===== src/rtl/wshb_arbiter_pkg.sv =====
// Shared types and field widths for the two-master Wishbone arbiter.
package wshb_arb_pkg;

    typedef enum logic [1:0] {
        IDLE = 2'd0,
        GNT0 = 2'd1,
        GNT1 = 2'd2
    } arb_state_t;

    localparam int CTI_W = 3;
    localparam int BTE_W = 2;

    function automatic int sel_width(input int data_w);
        return data_w / 8;
    endfunction

endpackage


===== src/rtl/wshb_arbiter_if.sv =====
// Wishbone B4 classic/burst bus bundle; master drives the request, slave returns ack/data.
interface wshb_if
    import wshb_arb_pkg::*;
#(
    parameter int ADDR_W = 32,
    parameter int DATA_W = 16
);
    localparam int SEL_W = sel_width(DATA_W);

    logic              cyc;
    logic              stb;
    logic              we;
    logic [ADDR_W-1:0] adr;
    logic [DATA_W-1:0] dat_ms;
    logic [SEL_W-1:0]  sel;
    logic [CTI_W-1:0]  cti;
    logic [BTE_W-1:0]  bte;
    logic              ack;
    logic [DATA_W-1:0] dat_sm;

    modport master (
        output cyc, stb, we, adr, dat_ms, sel, cti, bte,
        input  ack, dat_sm
    );

    modport slave (
        input  cyc, stb, we, adr, dat_ms, sel, cti, bte,
        output ack, dat_sm
    );

endinterface


===== src/rtl/wshb_arbiter.sv =====
// Preemptive round-robin arbiter: two Wishbone masters onto one SDRAM slave port.
// Optional ARB_STAT_EN adds per-master delivered-ack counters for bandwidth debug.
module wshb_arbiter
    import wshb_arb_pkg::*;
#(
    parameter int ADDR_W   = 32,
    parameter int DATA_W   = 16,
    parameter int MAX_ACKS = 64
) (
    input  logic  CLK,
    input  logic  rst,
    wshb_if.slave  m0,
    wshb_if.slave  m1,
    wshb_if.master s
`ifdef ARB_STAT_EN
    ,
    output logic [31:0] m0_ack_cnt,
    output logic [31:0] m1_ack_cnt
`endif
);

    localparam int CNT_W = $clog2(MAX_ACKS + 1);
    localparam logic [CNT_W-1:0] CNT_LAST = CNT_W'(MAX_ACKS - 1);

    arb_state_t       r_state;
    arb_state_t       w_state;
    logic             r_last;
    logic             w_last;
    logic [CNT_W-1:0] r_ack_cnt;
    logic [CNT_W-1:0] w_ack_cnt;
    logic [CNT_W-1:0] w_cnt_inc;
    logic             w_turn_done;

    // Arbitration state registers
    always_ff @(posedge CLK or posedge rst) begin
        if (rst) begin
            r_state   <= IDLE;
            r_last    <= 1'b1;
            r_ack_cnt <= '0;
        end else begin
            r_state   <= w_state;
            r_last    <= w_last;
            r_ack_cnt <= w_ack_cnt;
        end
    end

    // Counter saturates so a long solo tenure hands over on the first ack after a new request
    assign w_cnt_inc   = (r_ack_cnt == CNT_LAST) ? r_ack_cnt : r_ack_cnt + {{(CNT_W-1){1'b0}}, 1'b1};
    assign w_turn_done = s.ack && (r_ack_cnt == CNT_LAST);

    // Next-state: grant from IDLE, preempt on the last ack of a turn, release on cyc drop
    always_comb begin
        w_state   = r_state;
        w_last    = r_last;
        w_ack_cnt = r_ack_cnt;
        case (r_state)
            IDLE: begin
                w_ack_cnt = '0;
                if (m0.cyc && (!m1.cyc || r_last)) begin
                    w_state = GNT0;
                end else if (m1.cyc) begin
                    w_state = GNT1;
                end else begin
                    w_state = IDLE;
                end
            end
            GNT0: begin
                if (w_turn_done && m1.cyc) begin
                    w_state   = GNT1;
                    w_last    = 1'b0;
                    w_ack_cnt = '0;
                end else if (!m0.cyc) begin
                    w_state   = IDLE;
                    w_last    = 1'b0;
                    w_ack_cnt = '0;
                end else if (s.ack) begin
                    w_ack_cnt = w_cnt_inc;
                end else begin
                    w_ack_cnt = r_ack_cnt;
                end
            end
            GNT1: begin
                if (w_turn_done && m0.cyc) begin
                    w_state   = GNT0;
                    w_last    = 1'b1;
                    w_ack_cnt = '0;
                end else if (!m1.cyc) begin
                    w_state   = IDLE;
                    w_last    = 1'b1;
                    w_ack_cnt = '0;
                end else if (s.ack) begin
                    w_ack_cnt = w_cnt_inc;
                end else begin
                    w_ack_cnt = r_ack_cnt;
                end
            end
            default: begin
                w_state   = IDLE;
                w_last    = 1'b1;
                w_ack_cnt = '0;
            end
        endcase
    end

    // Slave-side mux: the owner's request passes through, IDLE drives a quiet bus
    always_comb begin
        s.cyc    = 1'b0;
        s.stb    = 1'b0;
        s.we     = 1'b0;
        s.adr    = '0;
        s.dat_ms = '0;
        s.sel    = '0;
        s.cti    = '0;
        s.bte    = '0;
        case (r_state)
            GNT0: begin
                s.cyc    = m0.cyc;
                s.stb    = m0.stb;
                s.we     = m0.we;
                s.adr    = m0.adr;
                s.dat_ms = m0.dat_ms;
                s.sel    = m0.sel;
                s.cti    = m0.cti;
                s.bte    = m0.bte;
            end
            GNT1: begin
                s.cyc    = m1.cyc;
                s.stb    = m1.stb;
                s.we     = m1.we;
                s.adr    = m1.adr;
                s.dat_ms = m1.dat_ms;
                s.sel    = m1.sel;
                s.cti    = m1.cti;
                s.bte    = m1.bte;
            end
            IDLE: begin
                s.cyc = 1'b0;
            end
            default: begin
                s.cyc = 1'b0;
            end
        endcase
    end

    assign m0.ack    = s.ack && (r_state == GNT0);
    assign m1.ack    = s.ack && (r_state == GNT1);
    assign m0.dat_sm = s.dat_sm;
    assign m1.dat_sm = s.dat_sm;

`ifdef ARB_STAT_EN
    logic [31:0] r_m0_ack_cnt;
    logic [31:0] r_m1_ack_cnt;

    // Free-running delivered-ack counters, wrapping at 2^32
    always_ff @(posedge CLK or posedge rst) begin
        if (rst) begin
            r_m0_ack_cnt <= 32'd0;
            r_m1_ack_cnt <= 32'd0;
        end else begin
            if (m0.ack) begin
                r_m0_ack_cnt <= r_m0_ack_cnt + 32'd1;
            end
            if (m1.ack) begin
                r_m1_ack_cnt <= r_m1_ack_cnt + 32'd1;
            end
        end
    end

    assign m0_ack_cnt = r_m0_ack_cnt;
    assign m1_ack_cnt = r_m1_ack_cnt;
`endif

endmodule

===== src/flat_wrapper.sv =====
// flat-port wrapper written by rule: the top's interface ports become plain ports
module wshb_arbiter_flat import wshb_arb_pkg::*;
#(
    parameter int ADDR_W   = 32,
    parameter int DATA_W   = 16,
    parameter int MAX_ACKS = 64
)
  (CLK, rst, m0_cyc, m0_stb, m0_we, m0_adr, m0_dat_ms, m0_sel, m0_cti, m0_bte, m0_ack, m0_dat_sm, m1_cyc, m1_stb, m1_we, m1_adr, m1_dat_ms, m1_sel, m1_cti, m1_bte, m1_ack, m1_dat_sm, s_cyc, s_stb, s_we, s_adr, s_dat_ms, s_sel, s_cti, s_bte, s_ack, s_dat_sm);
  wshb_if #(.ADDR_W(ADDR_W), .DATA_W(DATA_W)) m0_i ();
  wshb_if #(.ADDR_W(ADDR_W), .DATA_W(DATA_W)) m1_i ();
  wshb_if #(.ADDR_W(ADDR_W), .DATA_W(DATA_W)) s_i ();
  input  logic CLK;
  input  logic rst;
  input wire logic [$bits(m0_i.cyc)-1:0] m0_cyc;
  input wire logic [$bits(m0_i.stb)-1:0] m0_stb;
  input wire logic [$bits(m0_i.we)-1:0] m0_we;
  input wire logic [$bits(m0_i.adr)-1:0] m0_adr;
  input wire logic [$bits(m0_i.dat_ms)-1:0] m0_dat_ms;
  input wire logic [$bits(m0_i.sel)-1:0] m0_sel;
  input wire logic [$bits(m0_i.cti)-1:0] m0_cti;
  input wire logic [$bits(m0_i.bte)-1:0] m0_bte;
  output wire logic [$bits(m0_i.ack)-1:0] m0_ack;
  output wire logic [$bits(m0_i.dat_sm)-1:0] m0_dat_sm;
  input wire logic [$bits(m1_i.cyc)-1:0] m1_cyc;
  input wire logic [$bits(m1_i.stb)-1:0] m1_stb;
  input wire logic [$bits(m1_i.we)-1:0] m1_we;
  input wire logic [$bits(m1_i.adr)-1:0] m1_adr;
  input wire logic [$bits(m1_i.dat_ms)-1:0] m1_dat_ms;
  input wire logic [$bits(m1_i.sel)-1:0] m1_sel;
  input wire logic [$bits(m1_i.cti)-1:0] m1_cti;
  input wire logic [$bits(m1_i.bte)-1:0] m1_bte;
  output wire logic [$bits(m1_i.ack)-1:0] m1_ack;
  output wire logic [$bits(m1_i.dat_sm)-1:0] m1_dat_sm;
  output wire logic [$bits(s_i.cyc)-1:0] s_cyc;
  output wire logic [$bits(s_i.stb)-1:0] s_stb;
  output wire logic [$bits(s_i.we)-1:0] s_we;
  output wire logic [$bits(s_i.adr)-1:0] s_adr;
  output wire logic [$bits(s_i.dat_ms)-1:0] s_dat_ms;
  output wire logic [$bits(s_i.sel)-1:0] s_sel;
  output wire logic [$bits(s_i.cti)-1:0] s_cti;
  output wire logic [$bits(s_i.bte)-1:0] s_bte;
  input wire logic [$bits(s_i.ack)-1:0] s_ack;
  input wire logic [$bits(s_i.dat_sm)-1:0] s_dat_sm;
  assign m0_i.cyc = m0_cyc;
  assign m0_i.stb = m0_stb;
  assign m0_i.we = m0_we;
  assign m0_i.adr = m0_adr;
  assign m0_i.dat_ms = m0_dat_ms;
  assign m0_i.sel = m0_sel;
  assign m0_i.cti = m0_cti;
  assign m0_i.bte = m0_bte;
  assign m0_ack = m0_i.ack;
  assign m0_dat_sm = m0_i.dat_sm;
  assign m1_i.cyc = m1_cyc;
  assign m1_i.stb = m1_stb;
  assign m1_i.we = m1_we;
  assign m1_i.adr = m1_adr;
  assign m1_i.dat_ms = m1_dat_ms;
  assign m1_i.sel = m1_sel;
  assign m1_i.cti = m1_cti;
  assign m1_i.bte = m1_bte;
  assign m1_ack = m1_i.ack;
  assign m1_dat_sm = m1_i.dat_sm;
  assign s_cyc = s_i.cyc;
  assign s_stb = s_i.stb;
  assign s_we = s_i.we;
  assign s_adr = s_i.adr;
  assign s_dat_ms = s_i.dat_ms;
  assign s_sel = s_i.sel;
  assign s_cti = s_i.cti;
  assign s_bte = s_i.bte;
  assign s_i.ack = s_ack;
  assign s_i.dat_sm = s_dat_sm;
  wshb_arbiter #(.ADDR_W(ADDR_W), .DATA_W(DATA_W), .MAX_ACKS(MAX_ACKS)) u_core (.CLK(CLK), .rst(rst), .m0(m0_i), .m1(m1_i), .s(s_i));
endmodule

===== config.mk =====
export PLATFORM = sky130hd
export DESIGN_NAME = wshb_arbiter_flat
export DESIGN_NICKNAME = d
export VERILOG_FILES = /design/src/rtl/wshb_arbiter_pkg.sv /design/src/rtl/wshb_arbiter_if.sv /design/src/rtl/wshb_arbiter.sv /design/src/flat_wrapper.sv
export SDC_FILE = /design/constraint.sdc
export NUM_CORES = 1
export LEC_CHECK = 0
export BUFFER_PORTS_ARGS = -buffer_cell sky130_fd_sc_hd__buf_4
export CAP_MARGIN = 20
export CORE_MARGIN = 10
export CORE_UTILIZATION = 33
export CTS_BUF_LIST = sky130_fd_sc_hd__clkbuf_2
export DETAILED_ROUTE_END_ITERATION = 7
export GPL_ROUTABILITY_DRIVEN = 0
export MAX_ROUTING_LAYER = met4
export PLACE_DENSITY = 0.9
export SYNTH_ARGS = -nofsm -noshare
export SYNTH_HDL_FRONTEND = slang
export SYNTH_SLANG_ARGS = --single-unit
export TNS_END_PERCENT = 5

===== constraint.sdc =====
create_clock -name CLK -period 2.2 [get_ports CLK]
set_clock_uncertainty 0.2 [all_clocks]
set_input_delay 0.11 -clock CLK [delete_from_list [all_inputs] [get_ports CLK]]
set_output_delay 0.11 -clock CLK [all_outputs]
set_load 0.02 [all_outputs]

* Word-level counts from Yosys, hierarchy flattened *
Cells that the tools add are included.

cells by class
  add/sub/neg operators = 1
  multiply operators = 0
  div/mod/pow operators = 0
  magnitude comparators = 0
  equal/unequal tests = 5
  shift-type cells = 0
  multiplexer cells = 27
  bitwise gates (word level) = 1
  reduce and logical (&&, ||, !) cells = 11

operators by type and width
  kind                 count
  $pmux 32 s2          1
  $mux 7               6
  $pmux 16 s2          1
  $pmux 7 s2           1
  $mux 2               6
  $pmux 2 s2           2
  $add 7x1->7 const B  1
  $eq 7x6->1 const B   1
  $logic_and 1x1->1    6
  $ne 3x2->1 const B   2
  $pmux 1 s2           3
  $pmux 2 s3           1
  $pmux 3 s2           1
  $mux 1               4
  $pmux 1 s3           1
  $reduce_and 3->1     1
  $eq 2x1->1 const B   1
  $eq 2x2->1 const B   1
  $logic_not 2->1      1
  $reduce_and 2->1     1
  $logic_not 1->1      1
  $logic_or 1x1->1     1
  $not 1->1            1

word-level totals
  bits in registers = 10
  latch bits = 0
  RAM bits = 0
  memory bits (read-only) = 0
  bits of input ports = 135
  output and inout bits = 92
  logic and storage cells = 48
  memories = 0

* Longest topological paths before layout *
  depth in word-level cells = 6
  depth in mapped cells = 7
  mapped depth without buffers = 6

* Worst setup path after synthesis *
No wires, ideal clock.

  path type = register -> register
  start point = register u_core.r_state[0]
  end point = register u_core.r_ack_cnt[3]
  library setup time = 0.099 ns
  arrival = 1.682 ns
  setup slack = 0.218 ns
  cell stages (with the launch flop) = 8
  cells stage by stage = dfrtp_1 inv_1 ha_1 clkbuf_1 nand2_1 a21boi_1 o21ai_2 a311oi_1

on the way
  word-level cells in the longest chain between the ends = 2
  elaborated cells on any way between the ends = 3
  those cells by class = eq/ne: 2; mux: 1

RTL lines
  what                                      line                RTL
  from (decl)                               wshb_arbiter.sv:25  arb_state_t r_state;
  from (signal assigned)                    wshb_arbiter.sv:41  r_state <= w_state;
  $eq 2x2->1 or $eq 2x1->1 (tied branches)  wshb_arbiter.sv:56  case (r_state)
  $pmux 7 s2 *                              wshb_arbiter.sv:56
  named net u_core.w_ack_cnt[3]             wshb_arbiter.sv:30  logic [CNT_W-1:0] w_ack_cnt;
  to (signal assigned)                      wshb_arbiter.sv:43  r_ack_cnt <= w_ack_cnt;
  to (decl)                                 wshb_arbiter.sv:29  logic [CNT_W-1:0] r_ack_cnt;

The timed path passes the listed nets; every way through them passes the cells marked *.
A chain may end at the register's enable or synchronous reset.

* Final worst setup path *
  start point = register u_core.r_state[0]
  end point = output port s_sel[0]

on the way
  word-level cells in the longest chain between the ends = 2
  elaborated cells on any way between the ends = 3
  those cells by class = eq/ne: 2; mux: 1

RTL lines
  what                                      line                 RTL
  $eq 2x2->1 or $eq 2x1->1 (tied branches)  wshb_arbiter.sv:115  case (r_state)
  $pmux 2 s2 *                              wshb_arbiter.sv:115
  to (decl)                                 flat_wrapper.sv:39   output wire logic [$bits(s_i.sel)-1:0] s_sel;

Mark *: on every way between the ends. The rest lies on a longest branch, timed or not.

==> flow_summary.ini <==
[worst_setup_path]
critical_path.startpoint_type = flip-flop
r2r_end = u_core.r_state[1]
reg2reg_slack_ps = 150
reg2reg_from = u_core.r_ack_cnt[0]
cp_max_fo = 28
max_stage_delay_ps = 430
cp_data_arrival_time_ps = 1780
worstSetupPathType = flip-flop to primary output
end_kind = primary output
required_ps = 1890
cp_num_cells = 6
path_cells = inv_1 -> ha_2 -> buf_4 -> a22oi_1 -> nor2b_1 -> buf_4
crit_family = buffers and inverters
reg2regPathDepth = 5
cp_slowest_cell = dfrtp_1
cp_num_buf_inv = 3
cp_common_cell = buf_4

[die]
ios = 227
initial_core_util = 0.3459
die_w_um = 93.87
dieArea_um2 = 8811
num_rows = 26
core_um2 = 5205
die_h_um = 93.87

[timing]
min_period_ps = 2092
period_share = 0.9508
tns_ps = 0
slew_violations = 0
worst_slew_pin_slew_ps = 418.4
finalSetupViolations = 0
max_freq_mhz = 478.1
fin_hold_ws_ps = 19.82
slew-limit-headroom = 0.7207
rsz0062_at_grt = yes
hold_viol = 0

[detailed_routing]
wl_mm = 8.622
vias = 2280
drt-initial-drc-count = 72
route.detailed.drc = 0
drt-wirelength-per-cell_um = 19.55
vias_per_cell = 5.170
antenna_left = 0
dr.pass1.iters = 5

[clock_tree]
clk_pin_slew_ps = 110
cts_tree = done
clkSinkCount = 10
postCtsSetupRepairBufs = 0
ctsHtreeMaxLevel = 1
clk_latency_ps = 260
cts_made_buffers = 3
cts_root_buf = clkbuf_2
cts_buffer_depth = 2

[synth]
synth_flop_cell = dfrtp_1
ys_seq_elements = 10
synth_area_per_cell_um2 = 7.662
ys_types = 37
yosysWarnings = 0
synth_nets = 375
synthCells = 235
netlist_area_um2 = 1800
yosysSeqAreaShare = 0.1397
synth_edf_count = 0
postSynth.asyncResetShare = 1.000

[finish]
final_cell_mix = 183 x buf_4, 57 x a22oi_1, 57 x nor2b_1, 9 x dfrtp_1, 7 x nand3_1
antennaDiodeCount = 0
syn2layout_area_growth_pct = 65.74
fin_nets = 512
drive_gt1_frac = 0.5337
mostFrequentLayoutCell = buf_4
fin_util = 0.5733

[run]
max-cap-violations = 0

[grt]
grt_first_pass_wirelength_mm = 12.36
grt_max_degree = 39
gr-total-overflow = 0
grt_usage = 0.1781
antenna_found_initial = 0
grt_pass1_vias = 2402

[worst_hold_path]
holdPathStages = 3
worstHoldStart = s_ack
hold_end = u_core.r_ack_cnt[2]
min_path_type = input port to flip-flop

[status]
status = finished clean

[power]
ir_drop_uv = 479.3
power_density_nw_per_um2 = 961.1
finalPower_mw = 2.868
total_leakage_power_nw = 1.397

[placement]
numPortBuffers = 178
hpwl_mm = 7.257
==> metal layers <==
metal / track usage / up-vias / wire length (um)
met4: 0.06076 / 0 / 210
met1: 0.1811 / 1050 / 3123
li1: - / 1081 / -
met5: - / - / 0
met2: 0.3139 / 123 / 4476
met3: 0.05835 / 26 / 812
==> registers in the layout, indices dropped and copies added (netlist names) <==
signal            count
u_core.r_last         1
u_core.r_state        2
u_core.r_ack_cnt      7
==> synthesized netlist by cell type, types with 2 or more instances <==
cell,number,area share
nand2_1,4,0.0083
nor2b_1,57,0.20
nand3_1,7,0.019
a21oi_1,3,0.0083
clkbuf_1,16,0.033
o21ai_0,2,0.0056
a22oi_1,57,0.24
dfrtp_1,9,0.13
buf_6,2,0.013
inv_1,5,0.010
and2_2,2,0.0083
nor3_1,2,0.0056
a31oi_4,2,0.024
buf_2,2,0.0056
nand2b_1,2,0.0069
nor2_1,5,0.010
buf_4,33,0.14
mux2_1,2,0.013
ha_1,5,0.035
==> through the flow <==
step	cells	area (um^2)	setup slack, ps
floorplan	235	1800	218.5
global placement	435	2943	170.8
detailed placement	435	2943	101.0
CTS	441	2983	80.11
global route	441	2984	-16.32
finish	441	2984	108.2
==> power breakdown <==
part	internal (mW)	switching, mW	total (mW)
clock	0.0482	0.0659	0.114
combinational	1.17	1.34	2.51
sequential	0.214	0.0276	0.242
total	1.43	1.44	2.87
==> worst reg2reg max path, cell delays in order (launching register included) <==
cell and delay, ps:
dfrtp_1 420, ha_1 270, and4_2 370, nand3_4 130, a31oi_4 220, mux2_1 340
==> cell families after synthesis <==
| kind of cell | count (synthesis) | share of synthesized area |
|---|---|---|
| adders and majority gates | 5 | 0.03475 |
| and+or+nand+nor | 84 | 0.2842 |
| xor gates and xnor gates | 2 | 0.009731 |
| buffers and inverters | 59 | 0.2015 |
| AOI/OAI and AO/OA | 72 | 0.3120 |
| DFF | 10 | 0.1397 |
| muxes | 3 | 0.01807 |
==> area by class of cell <==
type,count,area (um^2)
repair buffers,186,1414
well taps,70,87.58
fillers,485,2221
clock buffers,4,20.02
inverters,5,18.77
flip-flops and latches,10,251.5
multi-input cells,166,1192
==> how the worst max path moves through the flow <==
stage,slack (ps),endpoint,start
after floorplan,220,u_core.r_ack_cnt[3],u_core.r_state[0]
after global placement,170,u_core.r_state[0],u_core.r_ack_cnt[0]
after detailed placement,100,u_core.r_state[1],u_core.r_ack_cnt[0]
after CTS,80,s_sel[0],u_core.r_state[0]
after global routing,-20,s_we,u_core.r_state[0]
final,110,s_sel[0],u_core.r_state[0]
==> timing repair <==
item	CTS	global route
setup endpoints to repair	0	7
gates resized for setup	0	1
hold buffers	2	0
endpoints found under the hold margin	11	0
No activity file was read; power rests on OpenSTA's default activity.
